## config.mk

```make
export PLATFORM = sky130hd
export DESIGN_NAME = alu_multicycle
export DESIGN_NICKNAME = d
export VERILOG_FILES = /design/src/rtl/alu_multicycle.sv
export SDC_FILE = /design/constraint.sdc
export NUM_CORES = 1
export LEC_CHECK = 0
export ABC_CLOCK_PERIOD_IN_PS = 11400
export CELL_PAD_IN_SITES_DETAIL_PLACEMENT = 2
export CELL_PAD_IN_SITES_GLOBAL_PLACEMENT = 2
export CORE_MARGIN = 8
export CORE_UTILIZATION = 40
export CTS_CLUSTER_SIZE = 40
export DETAILED_ROUTE_END_ITERATION = 12
export GPL_TIMING_DRIVEN = 1
export PLACE_DENSITY_LB_ADDON = 0.1
export RECOVER_POWER = 50
export SETUP_SLACK_MARGIN = 0.2
export SYNTH_ARGS = -nofsm -noshare
export SYNTH_HDL_FRONTEND = slang
export SYNTH_SLANG_ARGS = --single-unit
```

## constraint.sdc

```tcl
create_clock -name clk_i -period 11.4 [get_ports clk_i]
set_input_delay 3.42 -clock clk_i [delete_from_list [all_inputs] [get_ports clk_i]]
set_output_delay 3.42 -clock clk_i [all_outputs]
set_load 0.02 [all_outputs]
```

## src/rtl/alu_multicycle.sv

```systemverilog
// Multi-cycle ALU: single-cycle logic/arith/shift ops plus a 32-iteration
// shift-and-add MUL that stalls the pipeline through busy_o.
module alu_multicycle (
    input  logic        clk_i,
    input  logic        rst_i,
    input  logic        valid_i,
    input  logic [3:0]  ALUCtrl_i,
    input  logic [31:0] data1_i,
    input  logic [31:0] data2_i,
    output logic        ready_o,
    output logic        busy_o,
    output logic        valid_o,
    output logic [31:0] data_o,
    output logic        zero_o
);

    localparam logic [3:0] OP_AND  = 4'b0000;
    localparam logic [3:0] OP_XOR  = 4'b0001;
    localparam logic [3:0] OP_SLL  = 4'b0010;
    localparam logic [3:0] OP_ADD  = 4'b0011;
    localparam logic [3:0] OP_SUB  = 4'b0100;
    localparam logic [3:0] OP_MUL  = 4'b0101;
    localparam logic [3:0] OP_ADDI = 4'b0110;
    localparam logic [3:0] OP_SRAI = 4'b0111;
    localparam logic [3:0] OP_LW   = 4'b1000;
    localparam logic [3:0] OP_SW   = 4'b1001;

    typedef enum logic {
        IDLE     = 1'b0,
        MUL_BUSY = 1'b1
    } state_t;

    state_t      state_q, state_d;
    logic [31:0] data_q, data_d;
    logic        zero_q, zero_d;
    logic        valid_q, valid_d;
    logic [31:0] mcand_q, mcand_d;
    logic [31:0] mplier_q, mplier_d;
    logic [31:0] acc_q, acc_d;
    logic [4:0]  count_q, count_d;

    logic [31:0] alu_result;
    logic [31:0] acc_sum;

    always_comb begin
        alu_result = 32'h0;
        case (ALUCtrl_i)
            OP_AND:  alu_result = data1_i & data2_i;
            OP_XOR:  alu_result = data1_i ^ data2_i;
            OP_SLL:  alu_result = data1_i << data2_i[4:0];
            OP_ADD,
            OP_ADDI,
            OP_LW,
            OP_SW:   alu_result = data1_i + data2_i;
            OP_SUB:  alu_result = data1_i - data2_i;
            OP_SRAI: alu_result = $unsigned($signed(data1_i) >>> data2_i[4:0]);
            default: alu_result = 32'h0;
        endcase
    end

    // Partial-product add for the current multiplier bit; also the final result on the last step.
    assign acc_sum = acc_q + (mplier_q[0] ? mcand_q : 32'h0);

    always_comb begin
        state_d  = state_q;
        data_d   = data_q;
        zero_d   = zero_q;
        valid_d  = 1'b0;
        mcand_d  = mcand_q;
        mplier_d = mplier_q;
        acc_d    = acc_q;
        count_d  = count_q;
        case (state_q)
            IDLE: begin
                if (valid_i) begin
                    if (ALUCtrl_i == OP_MUL) begin
                        mcand_d  = data1_i;
                        mplier_d = data2_i;
                        acc_d    = 32'h0;
                        count_d  = 5'd0;
                        state_d  = MUL_BUSY;
                    end else begin
                        data_d  = alu_result;
                        zero_d  = (alu_result == 32'h0);
                        valid_d = 1'b1;
                    end
                end
            end
            MUL_BUSY: begin
                acc_d    = acc_sum;
                mcand_d  = mcand_q << 1;
                mplier_d = mplier_q >> 1;
                count_d  = count_q + 5'd1;
                if (count_q == 5'd31) begin
                    data_d  = acc_sum;
                    zero_d  = (acc_sum == 32'h0);
                    valid_d = 1'b1;
                    state_d = IDLE;
                end
            end
            default: state_d = IDLE;
        endcase
    end

    always_ff @(posedge clk_i or posedge rst_i) begin
        if (rst_i) begin
            state_q  <= IDLE;
            data_q   <= 32'h0;
            zero_q   <= 1'b0;
            valid_q  <= 1'b0;
            mcand_q  <= 32'h0;
            mplier_q <= 32'h0;
            acc_q    <= 32'h0;
            count_q  <= 5'd0;
        end else begin
            state_q  <= state_d;
            data_q   <= data_d;
            zero_q   <= zero_d;
            valid_q  <= valid_d;
            mcand_q  <= mcand_d;
            mplier_q <= mplier_d;
            acc_q    <= acc_d;
            count_q  <= count_d;
        end
    end

    assign ready_o = (state_q == IDLE);
    assign busy_o  = (state_q == MUL_BUSY);
    assign valid_o = valid_q;
    assign data_o  = data_q;
    assign zero_o  = zero_q;

endmodule

```

### After elaboration in Yosys (flattened, before gate mapping)

Cells that the tools add are included.

| word-level totals | value |
|---|---|
| output and inout port bits | 36 |
| logic and storage cells | 67 |
| register bits | 136 |

| cells by class | value |
|---|---|
| bitwise operators | 3 |
| eq/ne operators | 14 |
| shift operators | 2 |
| multiplexer cells | 30 |
| add/sub/neg operators | 4 |
| reduce and logical (&&, ||, !) cells | 6 |

Operator list:

| operator | count |
|---|---|
| $mux 32 | 10 |
| $pmux 32 s2 | 4 |
| $pmux 32 s6 | 1 |
| $add 32x32->32 | 2 |
| $logic_not 32->1 | 2 |
| $and 32x32->32 | 1 |
| $shl 32x5->32 | 1 |
| $sshr 32x5->32 | 1 |
| $sub 32x32->32 | 1 |
| $xor 32x32->32 | 1 |
| $eq 4x3->1 const B | 4 |
| $mux 5 | 2 |
| $pmux 5 s2 | 1 |
| $mux 1 | 9 |
| $eq 4x2->1 const B | 2 |
| $eq 4x4->1 const B | 2 |
| $pmux 1 s2 | 3 |
| $add 5x1->5 const B | 1 |
| $eq 5x5->1 const B | 1 |
| $eq 4x1->1 const B | 1 |
| $logic_not 4->1 | 1 |
| $ne 2x1->1 const B | 2 |
| $ne 2x2->1 const B | 2 |
| $reduce_or 4->1 | 1 |
| other kinds (3) | 3 |

### Depth between registers and ports, before layout

Gate-level depths: netlist of the first run.

| depth | value |
|---|---|
| depth after elaboration | 7 |
| mapped depth | 25 |

### Worst setup path after synthesis of the first run

Ideal clock, no wire load.

| path | value |
|---|---|
| path kind | input port to flip-flop |
| start point | input port ALUCtrl_i[0] |
| end point | register zero_q (netlist: zero_o) |
| path buffers | 6 |
| data arrival time | 8.799 ns |
| slack | 2.537 ns |
| stages | 20 |
| required time | 11.336 ns |
| path through | buf_2 buf_2 buf_1 buf_1 clkbuf_1 nor3_1 clkbuf_1 mux2i_1 fa_1 a21o_1 a31o_2 a211o_1 a211oi_1 o21a_1 mux2i_1 o211ai_1 or4_1 or4_1 nor4_2 a21o_1 |

| on the way | value |
|---|---|
| word-level cells in the longest chain between the ends | 7 |

RTL lines:

| what | RTL line | text |
|---|---|---|
| start, declared | 7 | `input logic [3:0] ALUCtrl_i,` |
| $eq 4x2->1, or another cell as far along | 47 | `case (ALUCtrl_i)` |
| $reduce_or 4->1 | 47 |  |
| $pmux 32 s6 | 47 |  |
| $logic_not 32->1 | 84 | `zero_d = (alu_result == 32'h0);` |
| $mux 1 | 76 | `if (ALUCtrl_i == OP_MUL) begin` |
| $mux 1 | 75 | `if (valid_i) begin` |
| $pmux 1 s2 | 73 | `case (state_q)` |
| end signal, assigned | 118 | `zero_q <= zero_d;` |
| end, declared | 35 | `logic zero_q, zero_d;` |

Several ways; a longest one is shown, not always the timed one. The select of a mux whose other input is x is not followed.
A chain may end at the register's enable or synchronous reset.

==> results.sh, run 1 <==
export IMPL_run_status="finished with violations"
export IMPL_violations="capacitance limit, slew limit"
export IMPL_drt_total_wl_um=77800
export IMPL_cts_repair_timing_setup_buffer_count=0
export IMPL_top_level_ports=107
export IMPL_syn_inst=1961
export IMPL_drv_slew=139
export IMPL_timing_critical_path_max_delay_family="buffers and inverters"
export IMPL_rows=72
export IMPL_insertion_delay_ps=480
export IMPL_layout_worst_path_cycle_share_pct=81.2
export IMPL_largest_net_degree_at_the_start_of_global_routing=99
export IMPL_cp_buffers_inverters=3
export IMPL_antenna_left=0
export IMPL_setup_viol_count_final=0
export IMPL_worstPathMaxFanout=75
export IMPL_gr_usage_all_layers_pct=33.8
export IMPL_synth_cell_area_um2=15700
export IMPL_die_h_um=214
export IMPL_ys_warnings_count=0
export IMPL_cts_buffers=17
export IMPL_synth_seq_area_share_pct=21.7
export IMPL_route_detailed_wl_per_inst_um=31.1
export IMPL_vias=16700
export IMPL_root_buffer="sky130_fd_sc_hd__clkbuf_16"
export IMPL_place_detailed_hpwl_um=57800
export IMPL_cpMaxStageDelayCell="sky130_fd_sc_hd__clkbuf_1"
export IMPL_fillers=4359
export IMPL_post_cts_hold_buffer_count=0
export IMPL_worstMarginPinSlew_ps=4290
export IMPL_postSynthAreaPerCell_um2=7.98
export IMPL_vdd_ir_drop_max_mv=0.0953
export IMPL_grt_pass1_vias=17600
export IMPL_drc=0
export IMPL_multi_input_comb_area_um2=11600
export IMPL_ff_latch_area_um2=3410
export IMPL_fin_worst_skew_ps=9.53
export IMPL_path_cells="dlygate4sd3_1 > clkinvlp_2 > clkbuf_1"
export IMPL_post_drt_via_cell_ratio=6.69
export IMPL_category_of_the_worst_setup_path_launch_point="input pin"
export IMPL_timing_max_slew_rel_slack_pct=-186
export IMPL_final_nets=2141
export IMPL_die_w_um=214
export IMPL_firstDrtPassIters=5
export IMPL_setup_tns_final_ps=0
export IMPL_antenna_found_initial=4
export IMPL_worst_ep_arrival_time_ps=8830
export IMPL_maxCapViolations=2
export IMPL_hold_path_class="flip-flop to flip-flop"
export IMPL_final_period_minus_worst_setup_slack_ps=9260
export IMPL_synth_async_reset_ratio_pct=100
export IMPL_setup_repair_after_global_routing_missed_its_margin="no"
export IMPL_fin_hold_ws_ps=492
export IMPL_start_util_pct=40.5
export IMPL_worst_setup_hold_path_clk_slew_ps=60
export IMPL_power_density_cell_area_nw_per_um2=156
export IMPL_grt_overflow_total=0
export IMPL_routabilityCongestion=0.979
export IMPL_timing_critical_path_required_ps=10970
export IMPL_power_static_leakage_nw=7.62
export IMPL_port_buffers=106
export IMPL_synth_main_ff_cell="sky130_fd_sc_hd__dfrtp_1"
export IMPL_critical_path_endpoint_type="async pin"
export IMPL_first_pass_grt_wire_length_um=115000
export IMPL_yosys_cell_types_count=78
export IMPL_path_class="input pin to async pin"
export IMPL_die_area_um2=45700
export IMPL_syn_num_nets=2132
export IMPL_yosys_register_bits=136
export IMPL_drt_initial_drc_count=1394
export IMPL_cts_repair_resize_count=0
export IMPL_cts_buffer_depth=2
export IMPL_cpPeakStageDelay_ps=3110
export IMPL_core_region_area_um2=38600
export IMPL_synth_edf_count=0
export IMPL_cts_tree="built"
export IMPL_maximum_achievable_frequency_ghz=0.108
export IMPL_cts_sinks=136
export IMPL_hold_viol=0
export IMPL_area_growth_syn_to_layout_pct=12.4
export IMPL_htreeDepth=4
export IMPL_post_route_cells_drive_above_1_share_pct=8.83
## sequential cells by signal (all words and copies together) (netlist names)
| register | cells |
|---|---|
| mcand_q | 32 |
| valid_o | 1 |
| count_q | 5 |
| acc_q | 32 |
| zero_o | 1 |
| busy_o | 1 |
| mplier_q | 32 |
| data_o | 32 |
## layout by cell type, fill, tap and decap left out, types with 28 or more instances in the layout
cell type	count
sky130_fd_sc_hd__nor2_1	164
sky130_fd_sc_hd__mux2_2	55
sky130_fd_sc_hd__nand2_1	248
sky130_fd_sc_hd__dfrtp_1	135
sky130_fd_sc_hd__buf_4	30
sky130_fd_sc_hd__xor2_1	38
sky130_fd_sc_hd__a211oi_1	32
sky130_fd_sc_hd__xnor2_1	40
sky130_fd_sc_hd__nand3_1	40
sky130_fd_sc_hd__clkdlybuf4s50_1	66
sky130_fd_sc_hd__o21ai_0	185
sky130_fd_sc_hd__dlygate4sd3_1	35
sky130_fd_sc_hd__mux4_2	28
sky130_fd_sc_hd__a21oi_1	131
sky130_fd_sc_hd__and2_1	43
sky130_fd_sc_hd__ha_1	98
sky130_fd_sc_hd__mux2i_1	165
sky130_fd_sc_hd__a21o_1	31
## where the power goes
group / switching (mW) / internal [mW]
combinational: 0.882 / 0.490
clock: 0.236 / 0.332
sequential: 0.149 / 0.660
total: 1.27 / 1.48
## synthesized netlist by cell type (all sizes together), types with 13 or more instances
cell type / number / area [um2]
a211o: 13 / 114
a211oi: 32 / 240
a21o: 31 / 233
a21oi: 131 / 656
a31oi: 14 / 87.6
and2: 43 / 269
buf: 46 / 226
clkbuf: 100 / 375
dfrtp: 136 / 3400
ha: 98 / 1230
inv: 29 / 109
mux2: 55 / 619
mux2i: 165 / 1650
mux4: 28 / 631
nand2: 248 / 931
nand2b: 15 / 93.8
nand3: 41 / 205
nand4: 19 / 119
nor2: 164 / 616
nor2b: 14 / 87.6
nor3: 28 / 140
o211ai: 22 / 165
o21ai: 186 / 931
o22ai: 25 / 156
o31ai: 15 / 113
xnor2: 40 / 350
xor2: 38 / 333
## area by class of cell
cell class | count | share of cell area [%]
clock inverters | 11 | 0.711
flip-flops and latches | 136 | 19.4
inverters | 30 | 0.647
multi-input cells | 1649 | 65.8
repair buffers | 136 | 7.16
well taps | 518 | 3.68
clock buffers | 21 | 2.62
diodes | 1 | 0.0142
## path summary, 6_finish.rpt
check	from	end	slack (ps)	cells after the start
max in group clk_i	ALUCtrl_i[2]	zero_o	2360	16
worst max-delay path	rst_i	acc_q[0]	2140	3
worst min-delay path	data_o[19]	data_o[19]	490	1
min in group asynchronous	rst_i	mcand_q[29]	4260	2
worst max register to register	mplier_q[0]	zero_o	5800	14
worst min register to register	data_o[19]	data_o[19]	490	1
## logic make-up after synthesis
family / share of synthesized area [%]
compound gates: 23.8
xor+xnor: 4.36
fa+ha+maj: 8.09
buf+inv: 4.56
flops: 21.7
mux: 18.5
simple gates: 18.9
## metal layers
layer	vias to the layer above	wire length (um)	track usage [%]
li1	7291	-	-
met1	8600	32700	42.9
met2	638	35900	54.1
met3	193	5150	6.43
met4	4	4060	17.7
met5	-	32	0
## stage by stage
step | power [mW] | setup slack [ps] | cell area, um2 | instances | util [%]
finish | 2.75 | 2140 | 17600 | 2502 | 45.5
global route | 2.89 | 1150 | 17600 | 2501 | 45.5
CTS | 2.77 | 2500 | 17600 | 2501 | 45.5
detailed placement | 2.17 | 1970 | 17000 | 2469 | 44.0
global placement | 2.09 | 2260 | 17000 | 2469 | 44.0
floorplan | 1.60 | 2540 | 15700 | 1961 | -
Power figures use the tool's default switching activity.
==> run 2, diff against run 1 <==
ABC_CLOCK_PERIOD_IN_PS = 9100   (was 11400)
CORE_UTILIZATION = 37   (was 40)
clock period = 9.1 ns   (was 11.4 ns; I/O delays follow)
==> run 2 against run 1 <==
Compared with the run above: the run still ends with capacitance limit, slew limit left; sequential share of layout area down 0.21 points; die area up 7.5%; critical path depth up 14; clock skew rose by 11 ps; via count is 0.39% lower; utilization shrank 3.0 points; worst hold slack worse by 16 ps; sequential power is 24% higher; clock-buffer cell count down 1; largest power group unchanged.
==> results.sh, run 2 (same netlist as run 1, synthesis figures left out) <==
export IMPL_run_status="finished with violations"
export IMPL_timing_critical_path_required_ps=9540
export IMPL_root_buffer="sky130_fd_sc_hd__clkbuf_16"
export IMPL_power_static_leakage_nw=7.74
export IMPL_largest_net_degree_at_the_start_of_global_routing=85
export IMPL_whs_endpoint="data_o[9]"
export IMPL_worst_ep_arrival_time_ps=8620
export IMPL_start_util_pct=37.4
export IMPL_ff2ff_path_depth=14
export IMPL_cts_tree="built"
export IMPL_setup_repair_after_global_routing_missed_its_margin="no"
export IMPL_die_w_um=222
export IMPL_place_detailed_hpwl_um=59900
export IMPL_final_common_cell="sky130_fd_sc_hd__nand2_1"
export IMPL_route_detailed_wl_per_inst_um=30.8
export IMPL_cts_buffers=17
export IMPL_drv_slew=81
export IMPL_final_cell_mix="sky130_fd_sc_hd__nand2_1, sky130_fd_sc_hd__o21ai_0, sky130_fd_sc_hd__mux2i_1"
export IMPL_hp_start="data_o[9]"
export IMPL_antenna_found_initial=3
export IMPL_fin_util_pct=42.5
export IMPL_routabilityCongestion=1.03
export IMPL_core_region_area_um2=41900
export IMPL_fin_worst_skew_ps=20.6
export IMPL_final_nets=2162
export IMPL_grt_overflow_total=0
export IMPL_grt_pass1_vias=17900
export IMPL_hold_viol=0
export IMPL_drt_total_wl_um=78300
export IMPL_post_drt_via_cell_ratio=6.55
export IMPL_cts_sinks=136
export IMPL_category_of_the_worst_setup_path_launch_point="input pin"
export IMPL_top_level_ports=107
export IMPL_post_cts_hold_buffer_count=0
export IMPL_insertion_delay_ps=490
export IMPL_hold_path_class="flip-flop to flip-flop"
export IMPL_cts_repair_resize_count=0
export IMPL_worstPathMaxFanout=18
export IMPL_cts_buffer_depth=2
export IMPL_post_route_cells_drive_above_1_share_pct=9.93
export IMPL_worst_setup_hold_path_clk_slew_ps=90
export IMPL_setup_viol_count_final=0
export IMPL_die_area_um2=49100
export IMPL_final_period_minus_worst_setup_slack_ps=8180
export IMPL_first_pass_grt_wire_length_um=117000
export IMPL_timing_max_slew_rel_slack_pct=-164
export IMPL_rows=75
export IMPL_gr_usage_all_layers_pct=31.2
export IMPL_port_buffers=106
export IMPL_worstMarginPinSlew_ps=3940
export IMPL_die_h_um=222
export IMPL_critical_path_endpoint_type="flip-flop"
export IMPL_worstHoldPathCells=1
export IMPL_maximum_achievable_frequency_ghz=0.122
export IMPL_violations="capacitance limit, slew limit"
export IMPL_htreeDepth=4
export IMPL_drt_initial_drc_count=1238
export IMPL_power_density_cell_area_nw_per_um2=195
export IMPL_setup_tns_final_ps=0
export IMPL_antenna_left=0
export IMPL_maxCapViolations=1
export IMPL_post_layout_total_power_mw=3.46
export IMPL_path_class="input pin to flip-flop"
export IMPL_fillers=4800
export IMPL_vdd_ir_drop_max_mv=0.127
export IMPL_vias=16700
export IMPL_cts_repair_timing_setup_buffer_count=0
export IMPL_area_growth_syn_to_layout_pct=13.6
export IMPL_r2r_start="mplier_q[0]"
export IMPL_setup_reg_to_reg_worst_slack_ps=3550
export IMPL_layout_worst_path_cycle_share_pct=89.9
export IMPL_endpoint_of_the_worst_slack_reg_to_reg_timing_path="zero_o"
export IMPL_drc=0
export IMPL_firstDrtPassIters=5
-- run 2: power breakdown --
part	internal, mW	leakage, nW	switching, mW
registers	0.826	1.77	0.175
clock network	0.406	0.286	0.340
logic	0.618	5.68	1.09
-- run 2: area by class of cell --
class / count / area, um2 / area share [%]
diodes: 1 / 2.50 / 0.0141
clock buffers: 20 / 467 / 2.62
clock inverters: 12 / 130 / 0.732
inverters: 30 / 114 / 0.640
multi-input cells: 1649 / 11600 / 65.1
flip-flops and latches: 136 / 3410 / 19.2
well taps: 539 / 674 / 3.79
repair buffers: 157 / 1420 / 7.98
-- run 2: critical path, cell delays in order --
cell	delay, ps
sky130_fd_sc_hd__clkdlybuf4s50_1	660
sky130_fd_sc_hd__nand2b_1	310
sky130_fd_sc_hd__or3_1	600
sky130_fd_sc_hd__o21ai_0	250
sky130_fd_sc_hd__xor2_1	200
sky130_fd_sc_hd__ha_1	380
sky130_fd_sc_hd__nand2_1	170
sky130_fd_sc_hd__nor2_1	170
sky130_fd_sc_hd__o211ai_1	210
sky130_fd_sc_hd__o21ai_0	480
sky130_fd_sc_hd__xor2_1	160
sky130_fd_sc_hd__a211oi_1	860
sky130_fd_sc_hd__nand4_1	210
sky130_fd_sc_hd__or4_1	460
sky130_fd_sc_hd__or4_1	440
sky130_fd_sc_hd__nor4_2	160
sky130_fd_sc_hd__a21o_1	140
-- run 2: how the worst max path moves through the flow --
stage                      start     end  slack (ps)  cells after the start
CTS                 ALUCtrl_i[3]  zero_o        1100                     17
floorplan           ALUCtrl_i[0]  zero_o         930                     20
detailed placement  ALUCtrl_i[3]  zero_o         610                     17
global placement    ALUCtrl_i[3]  zero_o         730                     17
finish              ALUCtrl_i[3]  zero_o         920                     17
global route        ALUCtrl_i[3]  zero_o         710                     17
-- run 2: per-stage QoR --
stage	cell area (um2)	worst slack [ps]	hold WS [ps]	cells
floorplan	15700	927	453	1961
global placement	17200	733	454	2511
detailed placement	17200	605	472	2511
CTS	17800	1100	488	2543
global route	17800	706	514	2543
finish	17800	918	475	2544
-- run 2: routing by layer --
layer	vias up	share of wire (%)	global-route usage [%]
li1	7344	-	-
met1	8500	42	39.2
met2	631	47	51.1
met3	183	6.5	6.11
met4	2	4.5	14.5
met5	-	0.017	0
